File: src/rtl/shift_add_mult16_pkg.sv
// Shared definitions for the 16-bit shift-and-add multiplier: state encoding,
// operand width, iteration count and the multiplicand gating helper.
package shift_add_mult16_pkg;

  localparam int WIDTH = 16;
  localparam int ITER  = 16;
  localparam int CNT_W = 5;

  // Value the iteration counter holds on the final RUN edge.
  localparam logic [CNT_W-1:0] LAST_ITER = CNT_W'(ITER - 1);

  typedef enum logic [1:0] {
    IDLE = 2'd0,
    RUN  = 2'd1,
    DONE = 2'd2
  } state_t;

  function automatic logic [WIDTH-1:0] gate_operand(input logic [WIDTH-1:0] value,
                                                    input logic             enable);
    return enable ? value : '0;
  endfunction

endpackage

File: src/rtl/shift_add_mult16_rca.sv
// 16-bit ripple-carry adder used as the multiplier's only datapath adder.
// Each bit is a plain full adder; the carry chain runs LSB to MSB.
module rca_16bits (
  input  logic [15:0] in1,
  input  logic [15:0] in2,
  input  logic        cin,
  output logic [15:0] out,
  output logic        cout
);

  logic [16:0] carry;

  assign carry[0] = cin;

  for (genvar i = 0; i < 16; i++) begin : g_bit
    logic half_sum;
    assign half_sum     = in1[i] ^ in2[i];
    assign out[i]       = half_sum ^ carry[i];
    assign carry[i + 1] = (in1[i] & in2[i]) | (carry[i] & half_sum);
  end

  assign cout = carry[16];

endmodule

File: src/rtl/shift_add_mult16.sv
// Sequential unsigned 16x16 multiplier: one conditional add and right shift per
// cycle over 16 cycles, with a fixed latency and a single-cycle done pulse.
module shift_add_mult16
  import shift_add_mult16_pkg::*;
#(
  parameter int WIDTH = 16
) (
  input  logic                 clk,
  input  logic                 rst,
  input  logic                 start,
  input  logic [WIDTH-1:0]     in1,
  input  logic [WIDTH-1:0]     in2,
  output logic                 busy,
  output logic                 done,
  output logic [2*WIDTH-1:0]   product
);

  state_t           state;
  logic [CNT_W-1:0] cnt;

  logic [WIDTH-1:0] mcand;
  logic [WIDTH-1:0] hi;
  logic [WIDTH-1:0] lo;

  logic [WIDTH-1:0] addend;
  logic [WIDTH-1:0] s;
  logic             c;

  logic             accept;
  logic             last;

  always_comb begin
    accept = 1'b0;
    last   = 1'b0;
    if ((state == IDLE) || (state == DONE)) begin
      accept = start;
    end
    if ((state == RUN) && (cnt == LAST_ITER)) begin
      last = 1'b1;
    end
  end

  assign addend = gate_operand(mcand, lo[0]);

  rca_16bits u_adder (
    .in1  (hi),
    .in2  (addend),
    .cin  (1'b0),
    .out  (s),
    .cout (c)
  );

  // Control: state, iteration count and the registered busy/done flags.
  always_ff @(posedge clk) begin
    if (rst) begin
      state <= IDLE;
      cnt   <= '0;
      busy  <= 1'b0;
      done  <= 1'b0;
    end else begin
      done <= 1'b0;
      case (state)
        IDLE: begin
          if (start) begin
            state <= RUN;
            cnt   <= '0;
            busy  <= 1'b1;
          end
        end
        RUN: begin
          cnt <= cnt + 1'b1;
          if (cnt == LAST_ITER) begin
            state <= DONE;
            busy  <= 1'b0;
            done  <= 1'b1;
          end
        end
        DONE: begin
          if (start) begin
            state <= RUN;
            cnt   <= '0;
            busy  <= 1'b1;
          end else begin
            state <= IDLE;
          end
        end
        default: begin
          state <= IDLE;
          cnt   <= '0;
          busy  <= 1'b0;
        end
      endcase
    end
  end

  // Datapath: the adder carry becomes the new MSB of hi, so nothing is lost
  // before the shift and the 32-bit result is exact.
  always_ff @(posedge clk) begin
    if (rst) begin
      mcand   <= '0;
      hi      <= '0;
      lo      <= '0;
      product <= '0;
    end else if (accept) begin
      mcand <= in1;
      lo    <= in2;
      hi    <= '0;
    end else if (state == RUN) begin
      hi <= {c, s[WIDTH-1:1]};
      lo <= {s[0], lo[WIDTH-1:1]};
      if (last) begin
        product <= {c, s, lo[WIDTH-1:1]};
      end
    end
  end

endmodule

File: config.mk
export PLATFORM = sky130hd
export DESIGN_NAME = shift_add_mult16
export DESIGN_NICKNAME = d
export VERILOG_FILES = /design/src/rtl/shift_add_mult16_pkg.sv /design/src/rtl/shift_add_mult16_rca.sv /design/src/rtl/shift_add_mult16.sv
export SDC_FILE = /design/constraint.sdc
export NUM_CORES = 1
export LEC_CHECK = 0
export ABC_AREA = 1
export CORE_ASPECT_RATIO = 0.8
export CORE_MARGIN = 4
export CORE_UTILIZATION = 59
export CTS_BUF_LIST = sky130_fd_sc_hd__clkbuf_4 sky130_fd_sc_hd__clkbuf_8
export CTS_CLUSTER_DIAMETER = 120
export CTS_CLUSTER_SIZE = 20
export DETAILED_ROUTE_END_ITERATION = 8
export PLACE_DENSITY = 0.9
export SLEW_MARGIN = 0
export SYNTH_ARGS = -nofsm -noshare
export SYNTH_HDL_FRONTEND = slang
export SYNTH_SLANG_ARGS = --single-unit
File: constraint.sdc
create_clock -name clk -period 11.2 [get_ports clk]
set_input_delay 2.24 -clock clk [delete_from_list [all_inputs] [get_ports clk]]
set_output_delay 2.24 -clock clk [all_outputs]
set_load 0.02 [all_outputs]
==> results of run 1 <==
-- worst paths after layout --
kind / cells past startpoint / slack, ns / endpoint / startpoint
max: 23 / 3.92 / hi[14] / lo[0]
min: 2 / 0.47 / cnt[4] / cnt[4]
max reg2reg: 23 / 3.92 / hi[14] / lo[0]
min reg2reg: 2 / 0.47 / cnt[4] / cnt[4]
-- through the flow --
step	total power, mW	setup WS (ns)
5_1_grt	0.671	3.67
6_report	0.647	3.92
3_3_place_gp	0.410	4.19
4_1_cts	0.648	3.93
3_5_place_dp	0.413	4.07
2_1_floorplan	0.390	4.22
-- layer usage --
layer / wire length, µm / up-vias / track usage [%]
met2: 4170 / 171 / 37.7
met3: 837 / 26 / 6.62
li1: - / 1750 / -
met4: 204 / 0 / 9.15
met5: 0 / - / 0
met1: 4310 / 1586 / 33.1
-- logic make-up (layout without fill, tap and decap cells) --
| family | Yosys count | after routing | synth area share [%] |
|---|---|---|---|
| fa+ha+maj | 18 | 18 | 8.46 |
| simple gates | 260 | 260 | 27.0 |
| flops | 89 | 89 | 44.6 |
| compound gates | 76 | 76 | 11.0 |
| buf+inv | 89 | 145 | 8.96 |
-- flip-flops by register name, summed over array words and instances, names as in the netlist --
register,cells
cnt,5
busy,1
hi,16
lo,16
mcand,16
done,1
product,32
state,2
-- layout make-up --
class / count / area share, %
Clock buffer: 10 / 2.69
Clock inverter: 5 / 1.67
Inverter: 60 / 4.62
Multi-Input combinational cell: 354 / 38.1
Sequential cell: 89 / 36.5
Tap cell: 84 / 2.16
Timing Repair Buffer: 70 / 14.3
-- power groups by stage --
stage	Clock [mW]	Combinational [mW]	Sequential, mW
2_1_floorplan	0	0.0488	0.342
3_3_place_gp	0	0.0653	0.345
3_5_place_dp	0	0.0676	0.346
4_1_cts	0.241	0.0685	0.338
5_1_grt	0.254	0.0774	0.340
6_report	0.239	0.0691	0.339
-- critical path: stages (launching register included) --
cell and delay [ns]:
dfxtp_1 0.46, nand2_1 0.11, inv_1 0.05, ha_1 0.17, inv_1 0.06, fa_1 0.16
inv_1 0.06, fa_1 0.38, fa_1 0.40, fa_1 0.41, fa_1 0.43, fa_1 0.42
fa_1 0.39, fa_1 0.40, fa_1 0.42, fa_1 0.41, fa_1 0.39, fa_1 0.39
fa_1 0.39, fa_1 0.38, inv_1 0.08, fa_1 0.43, or2_2 0.31, a21oi_1 0.11
-- Yosys cell counts, drive strengths merged --
cell type,count
nand2,97
nand3,26
fa,15
nor3,7
nor2,117
o21bai,23
nand3b,8
a21oi,34
clkbuf,13
o21ai,19
buf,16
ha,3
nand4,1
or2,4
dfxtp,89
inv,60
==> flow_summary.json, run 1 <==
{
  "p_clk_share_pct": 37.0,
  "maxSlewViolCount": 0,
  "fin_setup_tns_ns": 0,
  "initial_core_util_pct": 61.7,
  "grt_usage_pct": 24.4,
  "core_area_um2": 6470,
  "synth.distinct_cells": 21,
  "synth_top_area_share_pct": 44.6,
  "ys_seq_elements": 89,
  "ys_top_cells_by_area": "dfxtp_1, nor2_1, nand2_1, fa_1, inv_1",
  "max-cap-violations": 0,
  "cts_setup_buffers": 0,
  "tightest_slew_ns": 0.861,
  "cellPowerDensity_nw_per_um2": 133,
  "cts_buffer_depth": 2,
  "grt_max_degree": 54,
  "nFillCells": 485,
  "p_leak_nw": 2.33,
  "p_int_mw": 0.485,
  "placed_area_um2": 4660,
  "netSwitchingFraction_pct": 25.0,
  "final_cell_mix": "nor2_1, nand2_1, dfxtp_1",
  "cts_tree": "done",
  "drc": 0,
  "fin_util_pct": 75.3,
  "drt_iter0_drc": 296,
  "min_period_ns": 7.28,
  "antenna_found_initial": 0,
  "cts_hold_buffers": 0,
  "cp.arrival_ns": 7.57,
  "syn_avg_cell_area_um2": 7.51,
  "crit_path_end_kind": "flip-flop",
  "start_kind": "flip-flop",
  "yosys.area.top_type": "dfxtp_1",
  "multi_input_area_um2": 1860,
  "seq_power_share_pct": 52.3,
  "vias": 3533,
  "fin_area_um2": 4880,
  "setup_viol": 0,
  "switchingPower_mw": 0.162,
  "fin_crit_sh_pct": 65.0,
  "die_width_um": 100,
  "cts_resized": 0,
  "syn_area_um2": 4000,
  "finalClockSkew_ns": 0.00738,
  "numClockSinks": 89,
  "status": "complete, no violations",
  "cts_made_buffers": 9,
  "relSlewSlack_pct": 42.4,
  "netlist_instances": 532,
  "die-area_um2": 8160,
  "layout_commonest_cell": "nor2_1",
  "wire_per_inst_um": 14.2,
  "crit_type": "flip-flop to flip-flop",
  "dp.cells": 657,
  "ir_worst_vdd_mv": 0.0863,
  "routed_via_density": 5.26,
  "drive_above_1_share_pct": 4.76,
  "whs_ns": 0.471,
  "clk_latency_ns": 0.37,
  "numPortBuffers": 68,
  "nNetsFinal": 637,
  "timing.fmax_ghz": 0.137,
  "ant_nets": 0,
  "yosysSeqAreaShare_pct": 44.6,
  "grt_overflow": 0,
  "seqCellArea_um2": 1780,
  "stdcell_count": 672,
  "hold_class": "flip-flop to flip-flop",
  "ios": 69,
  "grt_pass1_vias": 3307,
  "rsz0062_at_grt": "false",
  "root_buffer": "clkbuf_8",
  "required_ns": 11.49,
  "place_congestion": 0.891,
  "dr.pass1.iters": 5,
  "wirelength_um": 9530,
  "timing.final.hold_violations": 0,
  "ys_warn_count": 0,
  "synth_nets": 585,
  "diodes": 0,
  "grt_pass1_wl_um": 15500,
  "h-tree-depth": 3,
  "p_comb_share_pct": 10.7,
  "path_clk_slew_ns": 0.08,
  "die_h_um": 81.6,
  "rows": 26,
  "dp_hpwl_um": 6380,
  "crit_fanout": 17,
  "area_delta_synth_final_pct": 22.0
}
Power figures use the tool's default switching activity.
==> inputs of run 2 (changes only) <==
CORE_UTILIZATION = 55   (was 59)
PLACE_DENSITY = 0.85   (was 0.9)
clock period = 6.8 ns   (was 11.2 ns; I/O delays follow)
==> flow_summary.json, run 2 (synthesized netlist as in run 1, its figures left out) <==
{
  "path_clk_slew_ns": 0.09,
  "dr.pass1.iters": 5,
  "dp_hpwl_um": 6380,
  "cts_setup_buffers": 0,
  "crit_slowest_cell": "fa_1",
  "critical_path.cell_chain": "nand2_1 -> inv_1 -> ha_1 -> inv_1 -> fa_2 -> inv_1 -> fa_1 -> fa_2 -> fa_2 -> fa_2 -> fa_2 -> fa_2 -> fa_2 -> fa_2 -> fa_2 -> fa_2 -> fa_2 -> fa_2 -> fa_2 -> inv_2 -> fa_1 -> or2_2 -> a21oi_1",
  "crit_path_frequent_cell": "fa_2",
  "grt_pass1_wl_um": 15000,
  "min_from": "product[23]",
  "wirelength_um": 9070,
  "place_congestion": 0.880,
  "nFillCells": 564,
  "diodes": 0,
  "final_cell_mix": "nor2_1, nand2_1, dfxtp_1",
  "wire_per_inst_um": 13.4,
  "seqCellArea_um2": 1780,
  "largest_reg_flops": 32,
  "fin_crit_sh_pct": 95.8,
  "numClockSinks": 89,
  "dp_slack_ns": -0.0695,
  "whs_ns": 0.473,
  "initial_core_util_pct": 57.4,
  "area_delta_synth_final_pct": 22.3,
  "dp.cells": 661,
  "crit_path_end_kind": "flip-flop",
  "start_kind": "flip-flop",
  "timing.fmax_ghz": 0.153,
  "hold_depth": 2,
  "grt_overflow": 0,
  "cts_tree": "done",
  "setup_ws_ns": 0.282,
  "multi_input_area_um2": 1890,
  "crit_fanout": 2,
  "core_area_um2": 6960,
  "maxSlewViolCount": 0,
  "grt_max_degree": 54,
  "ios": 69,
  "max-cap-violations": 0,
  "r2r_slack_ns": 0.28,
  "cts_hold_buffers": 0,
  "p_leak_nw": 2.29,
  "timing.rr.end": "hi[14]",
  "crit_type": "flip-flop to flip-flop",
  "status": "complete, no violations",
  "antenna_found_initial": 0,
  "stdcell_count": 677,
  "root_buffer": "clkbuf_8",
  "nNetsFinal": 638,
  "required_ns": 7.09,
  "rsz0062_at_grt": "false",
  "r2r_cells": 23,
  "tightest_slew_ns": 0.858,
  "ant_nets": 0,
  "h-tree-depth": 3,
  "die-area_um2": 8700,
  "finalClockSkew_ns": 0.00921,
  "vias": 3425,
  "setup_viol": 0,
  "drive_above_1_share_pct": 7.46,
  "min_to": "product[23]",
  "numPortBuffers": 68,
  "ir_worst_vdd_mv": 0.117,
  "clk_latency_ns": 0.36,
  "min_period_ns": 6.52,
  "r2r_start": "mcand[0]",
  "top_register": "product",
  "cp.arrival_ns": 6.80,
  "relSlewSlack_pct": 42.6,
  "layout_commonest_cell": "nor2_1",
  "drt_iter0_drc": 242,
  "cellPowerDensity_nw_per_um2": 206,
  "grt_usage_pct": 22.0,
  "cts_buffer_depth": 2,
  "die_width_um": 103,
  "routed_via_density": 5.06,
  "rows": 27,
  "max_stage_delay_ns": 0.40,
  "cts_made_buffers": 9,
  "hold_class": "flip-flop to flip-flop",
  "grt_pass1_vias": 3214,
  "timing.final.hold_violations": 0,
  "drc": 0,
  "die_h_um": 84.2,
  "fin_util_pct": 70.2
}
-- run 2: cell types whose count changed in the layout (fill, tap and decap cells not counted), sizes merged --
cell | previous run | this run
buf | 2 | 3
bufinv | 2 | 0
clkbuf | 10 | 9
clkinv | 2 | 5
clkinvlp | 1 | 0
inv | 60 | 62
-- run 2: layout make-up --
class,instances,share of cell area (%)
multi-input cells,354,38.7
clock inverters,7,1.10
inverters,60,4.61
well taps,87,2.23
clock buffers,9,2.54
flip-flops and latches,89,36.5
repair buffers,71,14.4
-- run 2: power breakdown --
group,switching (mW),internal [mW],total (mW)
Combinational,0.0659,0.0504,0.116
Sequential,0.0145,0.541,0.555
Clock,0.196,0.136,0.332
-- run 2: critical path: cells and delay by family, from the launching register on --
| family | cells | cell delay (ns) |
|---|---|---|
| flops | 1 | 0.32 |
| fa+ha+maj | 16 | 5.41 |
| simple gates | 2 | 0.36 |
| buf+inv | 4 | 0.24 |
| compound gates | 1 | 0.11 |
-- run 2: timing repair --
item	4_1_cts	5_1_grt
resized for setup	2	9
pin swaps	0	3
endpoints found under the setup margin	1	2
-- run 2: per-layer routing --
metal	routed length, µm	part of all wire [%]	up-vias	GRT usage [%]
met1	4340	48	1537	32.3
met3	745	8.2	9	6.06
met2	3880	43	119	31.9
met4	101	1.1	0	5.76
li1	-	-	1760	-
met5	0	0	-	0
-- run 2: worst max path at each step --
stage	depth (start not counted)	slack, ns	end	startpoint
floorplan	25	0.02	hi[14]	lo[0]
global placement	23	0.11	hi[14]	mcand[0]
detailed placement	23	-0.07	hi[14]	mcand[0]
CTS	23	0.02	hi[14]	mcand[0]
global route	23	0.03	hi[14]	mcand[0]
finish	23	0.28	hi[14]	mcand[0]
-- run 2: stage by stage --
step	setup TNS [ns]	total power, mW	instance area (µm²)
after floorplan	0	0.644	4010
after global placement	0	0.678	4680
after detailed placement	-0.0695	0.682	4680
after CTS	0	1.01	4860
after global routing	0	1.05	4880
final	0	1.00	4880
